[src/rtl/palette_quantizer_pkg.sv]
// Shared types and constants for the palette quantizer.
//   rgb12_t         : packed {r,g,b}, 4 bits per channel
//   palette_t       : 16 rgb12_t entries, entry 0 leftmost
//   PALETTE_DEFAULT : sprite palette used unless overridden
//   state_t         : search FSM states
package palette_pkg;

  typedef struct packed {
    logic [3:0] r;
    logic [3:0] g;
    logic [3:0] b;
  } rgb12_t;

  typedef rgb12_t [0:15] palette_t;

  localparam int DIST_W = 6;
  localparam logic [DIST_W-1:0] DIST_MAX = 6'd63;

  localparam palette_t PALETTE_DEFAULT = {
    12'h724, 12'hF0D, 12'hABC, 12'h447,
    12'h223, 12'hB35, 12'h779, 12'h435,
    12'h667, 12'h524, 12'h546, 12'h445,
    12'hBCD, 12'h313, 12'h734, 12'h99A
  };

  typedef enum logic [1:0] {IDLE, SEARCH, DONE} state_t;

endpackage

[src/rtl/palette_quantizer_rgb_distance.sv]
// Combinational Manhattan distance between two 12-bit colours.
//   i_a, i_b : colours to compare
//   o_dist   : |dR|+|dG|+|dB|, 0..45
module rgb_distance
  import palette_pkg::*;
(
  input  rgb12_t            i_a,
  input  rgb12_t            i_b,
  output logic [DIST_W-1:0] o_dist
);

  function automatic logic [3:0] absdiff(input logic [3:0] x, input logic [3:0] y);
    return (x > y) ? (x - y) : (y - x);
  endfunction

  logic [3:0] w_dr, w_dg, w_db;

  always_comb begin
    w_dr   = absdiff(i_a.r, i_b.r);
    w_dg   = absdiff(i_a.g, i_b.g);
    w_db   = absdiff(i_a.b, i_b.b);
    // Three 4-bit terms max out at 45, so 6 bits never overflow.
    o_dist = {2'b00, w_dr} + {2'b00, w_dg} + {2'b00, w_db};
  end

endmodule

[src/rtl/palette_quantizer.sv]
// Nearest-palette-entry search: one entry evaluated per cycle.
//   clk, reset_n          : clock, synchronous active-low reset
//   in_valid/in_ready     : colour input handshake, in_rgb {R,G,B}
//   out_valid/out_ready   : result handshake
//   out_index, out_dist   : nearest entry and its Manhattan distance
module palette_quantizer
  import palette_pkg::*;
#(
  parameter palette_t PALETTE    = PALETTE_DEFAULT,
  parameter bit       EARLY_EXIT = 1'b1
) (
  input  logic        clk,
  input  logic        reset_n,
  input  logic        in_valid,
  output logic        in_ready,
  input  logic [11:0] in_rgb,
  output logic        out_valid,
  input  logic        out_ready,
  output logic [3:0]  out_index,
  output logic [5:0]  out_dist
);

  state_t            r_state, w_next;
  rgb12_t            r_rgb;
  logic [3:0]        r_k;
  logic [3:0]        r_best_idx;
  logic [DIST_W-1:0] r_best_dist;
  logic [3:0]        r_out_index;
  logic [DIST_W-1:0] r_out_dist;

  logic [DIST_W-1:0] w_dist;
  logic              w_better;
  logic [3:0]        w_cand_idx;
  logic [DIST_W-1:0] w_cand_dist;
  logic              w_last;

  rgb_distance u_dist (
    .i_a    (r_rgb),
    .i_b    (PALETTE[r_k]),
    .o_dist (w_dist)
  );

  // Strict compare keeps the lower index on ties.
  always_comb begin
    w_better    = (w_dist < r_best_dist);
    w_cand_idx  = w_better ? r_k    : r_best_idx;
    w_cand_dist = w_better ? w_dist : r_best_dist;
    // Forced exit at k==15 means the counter never wraps back to entry 0.
    w_last      = (EARLY_EXIT && (w_dist == '0)) || (r_k == 4'd15);
  end

  always_ff @(posedge clk) begin
    if (!reset_n) r_state <= IDLE;
    else          r_state <= w_next;
  end

  always_comb begin
    w_next = r_state;
    case (r_state)
      IDLE:    if (in_valid) w_next = SEARCH;
      SEARCH:  if (w_last)   w_next = DONE;
      DONE:    if (out_ready) w_next = IDLE;
      default: w_next = IDLE;
    endcase
  end

  always_comb begin
    in_ready  = (r_state == IDLE);
    out_valid = (r_state == DONE);
    out_index = r_out_index;
    out_dist  = r_out_dist;
  end

  always_ff @(posedge clk) begin
    if (!reset_n) begin
      r_rgb       <= '0;
      r_k         <= '0;
      r_best_idx  <= '0;
      r_best_dist <= '0;
      r_out_index <= '0;
      r_out_dist  <= '0;
    end else begin
      case (r_state)
        IDLE: if (in_valid) begin
          r_rgb       <= rgb12_t'(in_rgb);
          r_k         <= '0;
          r_best_idx  <= '0;
          r_best_dist <= DIST_MAX;
        end
        SEARCH: begin
          r_best_idx  <= w_cand_idx;
          r_best_dist <= w_cand_dist;
          if (w_last) begin
            // Result registers hold steady for the whole DONE stall.
            r_out_index <= w_cand_idx;
            r_out_dist  <= w_cand_dist;
          end else begin
            r_k <= r_k + 4'd1;
          end
        end
        default: ;
      endcase
    end
  end

endmodule

[config.mk]
export PLATFORM = sky130hd
export DESIGN_NAME = palette_quantizer
export DESIGN_NICKNAME = d
export VERILOG_FILES = /design/src/rtl/palette_quantizer_pkg.sv /design/src/rtl/palette_quantizer_rgb_distance.sv /design/src/rtl/palette_quantizer.sv
export SDC_FILE = /design/constraint.sdc
export NUM_CORES = 1
export LEC_CHECK = 0
export BUFFER_PORTS_ARGS = -buffer_cell sky130_fd_sc_hd__buf_2
export CORE_ASPECT_RATIO = 0.8
export CORE_MARGIN = 4
export CORE_UTILIZATION = 40
export CTS_BUF_LIST = sky130_fd_sc_hd__clkbuf_4 sky130_fd_sc_hd__clkbuf_8
export DETAILED_ROUTE_END_ITERATION = 7
export PLACE_DENSITY_LB_ADDON = 0.12
export SYNTH_ARGS = -nofsm -noshare
export SYNTH_HDL_FRONTEND = slang
export SYNTH_HIERARCHICAL = 1
export SYNTH_SLANG_ARGS = --single-unit
export TNS_END_PERCENT = 10
[constraint.sdc]
create_clock -name clk -period 6.9 [get_ports clk]
set_input_delay 1.035 -clock clk [delete_from_list [all_inputs] [get_ports clk]]
set_output_delay 1.035 -clock clk [all_outputs]
set_load 0.02 [all_outputs]
==> Word level (Yosys, flattened, before mapping) <==
Memories as Yosys holds them, arrays and structs flattened.
Index checks and enable logic that the tools add are counted.
{ "totals": {"regBits": 38, "mem_bits_ro": 192, "input_bits": 16, "output_inout_bits": 12, "n_memories": 1} }
{ "classes": {"addsub": 9, "n_lt_le_gt_ge": 5, "eq_ne": 7, "mux": 17, "bitwise_logic": 1, "reduce_logical": 9} }
{ "memory_table": {"columns": ["memory", "depth", "width", "rd", "rd_clocked_by_memory_dff", "write_ports", "line", "source"], "rows": [
  ["(no name shown)", 16, 12, 1, 0, 0, "palette_quantizer.sv:39", ".i_b (PALETTE[r_k]),"]
]} }
{ "ops": {"columns": ["op", "n"], "rows": [
  ["$mux 12", 2],
  ["$mux 4", 6],
  ["$sub 4x4->4", 6],
  ["$pmux 4 s2", 2],
  ["$gt 4x4->1", 3],
  ["$mux 6", 2],
  ["$pmux 6 s2", 1],
  ["$add 6x4->6", 1],
  ["$logic_not 6->1", 1],
  ["$lt 6x6->1", 1],
  ["$mux 2", 3],
  ["$ne 2x2->1 const B", 3],
  ["$pmux 2 s3", 1],
  ["$reduce_and 2->1", 3],
  ["$reduce_and 3->1", 2],
  ["$add 4x4->5", 1],
  ["$ge 5x5->1 const B", 1],
  ["$not 4->5", 1],
  ["$add 4x1->4 const B", 1],
  ["$eq 4x4->1 const B", 1],
  ["$eq 2x1->1 const B", 1],
  ["$eq 2x2->1 const B", 1],
  ["$logic_not 2->1", 1],
  ["$ne 2x1->1 const B", 1],
  ["other kinds (2)", 2]
]} }

==> Longest topological paths before layout <==
{ "depth": {"ltp_word": 12, "mapped_depth": 26, "ltp_nobuf": 24} }

==> Cells and area by module <==
Netlist, hierarchy kept.
{ "modules_own_cells": {"columns": ["mod", "instances", "cells_per_inst", "area_per_inst_um2", "seq_area_each_um2"], "rows": [
  ["palette_quantizer", 1, 241, 2079.5, 760.7],
  ["rgb_distance", 1, 137, 1162.4, 0.0]
]} }

==> Worst setup path after synthesis <==
No wires, ideal clock.
{ "synth_timing": {"path_kind": "register to register", "start": "reg r_k[0]", "end": "reg r_out_dist[4] (netlist: out_dist[4])", "setup_time_ns": 0.122, "arrival_ns": 5.319, "required_time_ns": 6.778, "path_slack_ns": 1.460, "stages_incl_launch_ff": 26, "cell_sequence": "dfxtp_1 -> inv_1 -> ha_1 -> mux2i_1 -> nor2_1 -> a21oi_1 -> ha_1 -> inv_1 -> fa_1 -> a211oi_2 -> or2_1 -> mux2_1 -> mux2i_1 -> fa_1 -> inv_1 -> ha_1 -> a21o_1 -> a21oi_1 -> xnor2_1 -> ha_1 -> a21o_1 -> a21oi_1 -> o21a_2 -> buf_8 -> mux2i_1 -> a21oi_1"} }
{ "synth_via": {"elab_chain_cells": 11, "word_cells_on_any_way": 24, "cone_classes": "add/sub: 8; order compare: 4; eq/ne: 1; mux: 6; bitwise: 1; reduce/logical: 3; memory: 1"} }
{ "synth_lines": {"columns": ["item", "line", "source"], "rows": [
  ["start: declaration", "palette_quantizer.sv:25", "logic [3:0] r_k;"],
  ["start signal: assignment", "palette_quantizer.sv:98", "r_k <= r_k + 4'd1;"],
  ["$not 4->5 (implied by the code) *", "palette_quantizer.sv:39", null],
  ["$mem_v2 16x12 *", null, null],
  ["$mux 12 (implied by the code) * (2 in series)", "palette_quantizer.sv:39", null],
  ["$sub 4x4->4 or $gt 4x4->1 (tied branches)", "palette_quantizer_rgb_distance.sv:13", "return (x > y) ? (x - y) : (y - x);"],
  ["$mux 4", "palette_quantizer_rgb_distance.sv:13", null],
  ["$add 4x4->5", "palette_quantizer_rgb_distance.sv:23", "o_dist = {2'b00, w_dr} + {2'b00, w_dg} + {2'b00, w_db};"],
  ["$add 6x4->6 *", "palette_quantizer_rgb_distance.sv:23", null],
  ["via w_dist[4]", "palette_quantizer.sv:31", "logic [DIST_W-1:0] w_dist;"],
  ["branches (longest 3 deep; another with $lt 6x6->1)", null, null],
  ["end signal: assignment", "palette_quantizer.sv:96", "r_out_dist <= w_cand_dist;"],
  ["end: declaration", "palette_quantizer.sv:29", "logic [DIST_W-1:0] r_out_dist;"]
]} }
Mark *: on every way through the listed nets, which the timed path passes. The select of a mux whose other input is x is not followed.
A chain may end at the register's enable or synchronous reset.

==> Final worst setup path <==
{ "layout_timing": {"start": "reg r_k[0]", "end": "reg r_best_dist[4]"} }
{ "layout_via": {"elab_chain_cells": 11, "word_cells_on_any_way": 21, "cone_classes": "add/sub: 8; order compare: 4; mux: 7; bitwise: 1; memory: 1"} }
{ "layout_lines": {"columns": ["item", "line", "source"], "rows": [
  ["$not 4->5 (implied by the code) *", "palette_quantizer.sv:39", null],
  ["$mem_v2 16x12 *", null, null],
  ["$mux 12 (implied by the code) * (2 in series)", "palette_quantizer.sv:39", null],
  ["$sub 4x4->4 or $gt 4x4->1 (tied branches)", "palette_quantizer_rgb_distance.sv:13", null],
  ["$mux 4", "palette_quantizer_rgb_distance.sv:13", null],
  ["$add 4x4->5", "palette_quantizer_rgb_distance.sv:23", null],
  ["$add 6x4->6 *", "palette_quantizer_rgb_distance.sv:23", null],
  ["via w_dist[4]", "palette_quantizer.sv:31", null],
  ["$lt 6x6->1", "palette_quantizer.sv:45", "w_better = (w_dist < r_best_dist);"],
  ["$mux 6 *", "palette_quantizer.sv:47", "w_cand_dist = w_better ? w_dist : r_best_dist;"],
  ["$pmux 6 s2 *", "palette_quantizer.sv:83", "case (r_state)"],
  ["end signal: assignment", "palette_quantizer.sv:92", "r_best_dist <= w_cand_dist;"],
  ["end: declaration", "palette_quantizer.sv:27", "logic [DIST_W-1:0] r_best_dist;"]
]} }
The timed path passes the listed nets; every way through them passes the cells marked *. The select of a mux whose other input is x is not followed.

==> impl_metrics.toml <==
[outcome]
outcome = "finished, final reports clean"

[hold_path]
hold_depth = 2
hold_start = "r_best_idx[0]"
hp-class = "flip-flop to flip-flop"

[clock_tree]
clockRootBuffer = "clkbuf_8"
htree_levels = 2
clk_pin_slew_ns = 0.08
clock_path_buffers = 2
cts-resized-gates = 0
cts_hold_buf = 0
postCtsSetupBuffers = 0
cts_tree = "yes"
cts_inserted_buffers = 5
cts.sinks = 38
clk_latency_ns = 0.30

[finish]
fillCellCount = 839
drive_above_1_share_pct = 14.8
area_delta_synth_final_pct = 8.45
final_cells = 507
fin_nets = 466
diodes = 0

[setup_path]
start_kind = "flip-flop"
worst-endpoint-arrival_ns = 6.51
cp.required_ns = 7.09
r2r_cells = 24
r2r_end = "r_best_dist[4]"
critPathLaunch = "r_k[0]"
cp-end-kind = "flip-flop"
cp_max_fo = 11
r2r_slack_ns = 0.58
reg2reg_from = "r_k[0]"
worst-setup-path-type = "flip-flop to flip-flop"
crit_path_end = "r_best_dist[4]"

[logic_synthesis]
syn_area_um2 = 3240
avgSynthCellArea_um2 = 8.58
synth_commonest_cells = "nand2_1, inv_1, ha_1, dfxtp_1, a21oi_1"
synth-main-ff-cell = "dfxtp_1"
synth-seq-area-share_pct = 23.5
synth_edf_count = 0
postSynthCellCount = 378
yosysTopAreaCell = "dfxtp_1"
synthArstFlopShare_pct = 0
ys_top_cells_by_area = "dfxtp_1, ha_1, mux2i_1"
yosys_warnings = 6
yosysTopAreaCellShare_pct = 23.5
synth_nets = 445
post_synth_num_cell_types = 55
ys_seq_elements = 38
synth.most_common_cell = "nand2_1"

[timing]
worst_slew_pin_slew_ns = 0.953
setup_viol = 0
clock_skew_ns = 0.00723
slew_headroom_pct = 36.4
hold_viol = 0
min_period_ns = 6.32
rsz0062_at_grt = "false"
period_share_pct = 91.6
fmax_ghz = 0.158
fin_tns_setup_ns = 0
drv_slew = 0

[detailed_routing]
drc = 0
viasPerCell = 5.06
antenna_left = 0
wire_per_inst_um = 14.8
drt_iter0_drc = 82
firstDrtPassIters = 5
wl_mm = 7.50
vias = 2567

[floorplan]
io_pins = 28
die_area_um2 = 9620
die_h_um = 88.5
initial_core_util_pct = 41.0
dieWidth_um = 109
core-area_um2 = 7910
rows = 29

[placed_design]
placedCellCount = 500
gp_congestion = 0.845
dp_hpwl_mm = 5.70
portBuffers = 27

[global_route]
antenna_found_initial = 0
grt_max_degree = 43
grt_pass1_wl_mm = 12.6
grt.overflow.total = 0
grt_pass1_vias = 2474
grtUsageTotal_pct = 16.8

[power_and_ir_drop]
worst_ir_drop_vdd_v = 0.000454
power_density_nw_per_um2 = 528
cellLeakagePower_nw = 1.53

[job]
max_cap_violations = 0
report_power, final:
| group | internal, mW | switching [mW] | total, mW |
|---|---|---|---|
| Clock | 0.0692 | 0.0881 | 0.157 |
| Sequential | 0.259 | 0.0350 | 0.294 |
| Combinational | 0.589 | 0.817 | 1.41 |
flip-flops by register name, indices dropped and copies added, names as in the netlist:
name	flops
r_rgb	12
r_best_idx	4
r_k	4
out_dist	6
out_index	4
r_best_dist	6
r_state	2
cells by family after synthesis:
logic type               Yosys count  synth area share (%)
adder cells (fa/ha/maj)           51                  22.2
AND/OR/NAND/NOR                  101                  15.7
buffers and inverters             61                  8.49
XOR/XNOR                           5                  1.35
AO/OA/AOI/OAI                     95                  20.3
flip-flops                        38                  23.5
multiplexers                      27                  8.49
critical path: stages (launching register included):
cell and delay [ns]:
dfxtp_1 0.55, inv_1 0.23, ha_1 0.44, mux2i_1 0.17, nor2_1 0.06, a21oi_1 0.18, ha_1 0.18, inv_1 0.05
fa_1 0.43, a211oi_2 0.30, or2_1 0.17, mux2_1 0.33, mux2i_1 0.18, fa_1 0.49, inv_1 0.08, ha_1 0.22
a21o_1 0.15, a21oi_1 0.17, xnor2_1 0.26, ha_1 0.34, a21o_1 0.20, a21oi_1 0.14, o21a_2 0.38, nand2_2 0.22
o221a_2 0.29
per-stage QoR:
step / hold slack (ns) / total power [mW] / worst slack, ns / util [%] / cell area [um^2]
after global routing: 0.509 / 2.03 / 0.120 / 44.4 / 3520
after global placement: 0.464 / 1.70 / 0.775 / 43.4 / 3430
after CTS: 0.474 / 1.88 / 0.585 / 44.4 / 3520
after detailed placement: 0.463 / 1.72 / 0.639 / 43.4 / 3430
after floorplan: 0.446 / 1.52 / 1.46 / - / 3240
final: 0.476 / 1.86 / 0.578 / 44.4 / 3520
routing by layer:
metal / track usage (%) / wire length [um] / vias to the layer above
met5: 0 / 0 / -
met4: 3.90 / 55 / 0
met3: 2.84 / 139 / 5
met2: 25.9 / 3340 / 15
met1: 24.7 / 3960 / 1206
li1: - / - / 1341
layout by cell type (no fill, tap or decap), types with 6 or more instances in the layout:
cell type / instances
buf_2: 27
nand2_1: 47
nor2_1: 16
nand3b_1: 6
fa_1: 11
o21ai_0: 18
mux2i_1: 23
ha_1: 40
a21boi_0: 14
a21oi_1: 25
inv_1: 43
dfxtp_1: 38
a31oi_1: 6
o221a_2: 6
how the worst min path moves through the flow:
stage and end:
6_report r_best_idx[0], 5_1_grt r_best_idx[2], 2_1_floorplan r_best_idx[0], 3_5_place_dp r_best_idx[0]
4_1_cts r_best_idx[0], 3_3_place_gp r_rgb[3]
final cells by class:
class / instances / area, um^2 / share of cell area, %
multi-input combinational: 279 / 2210 / 62.7
sequential: 38 / 761 / 21.6
timing repair buffer: 31 / 165 / 4.70
inverter: 44 / 165 / 4.70
tap: 108 / 135 / 3.84
clock buffer: 5 / 68.8 / 1.96
clock inverter: 2 / 15.0 / 0.427
Note: power is estimated with default switching activity, not from simulation.
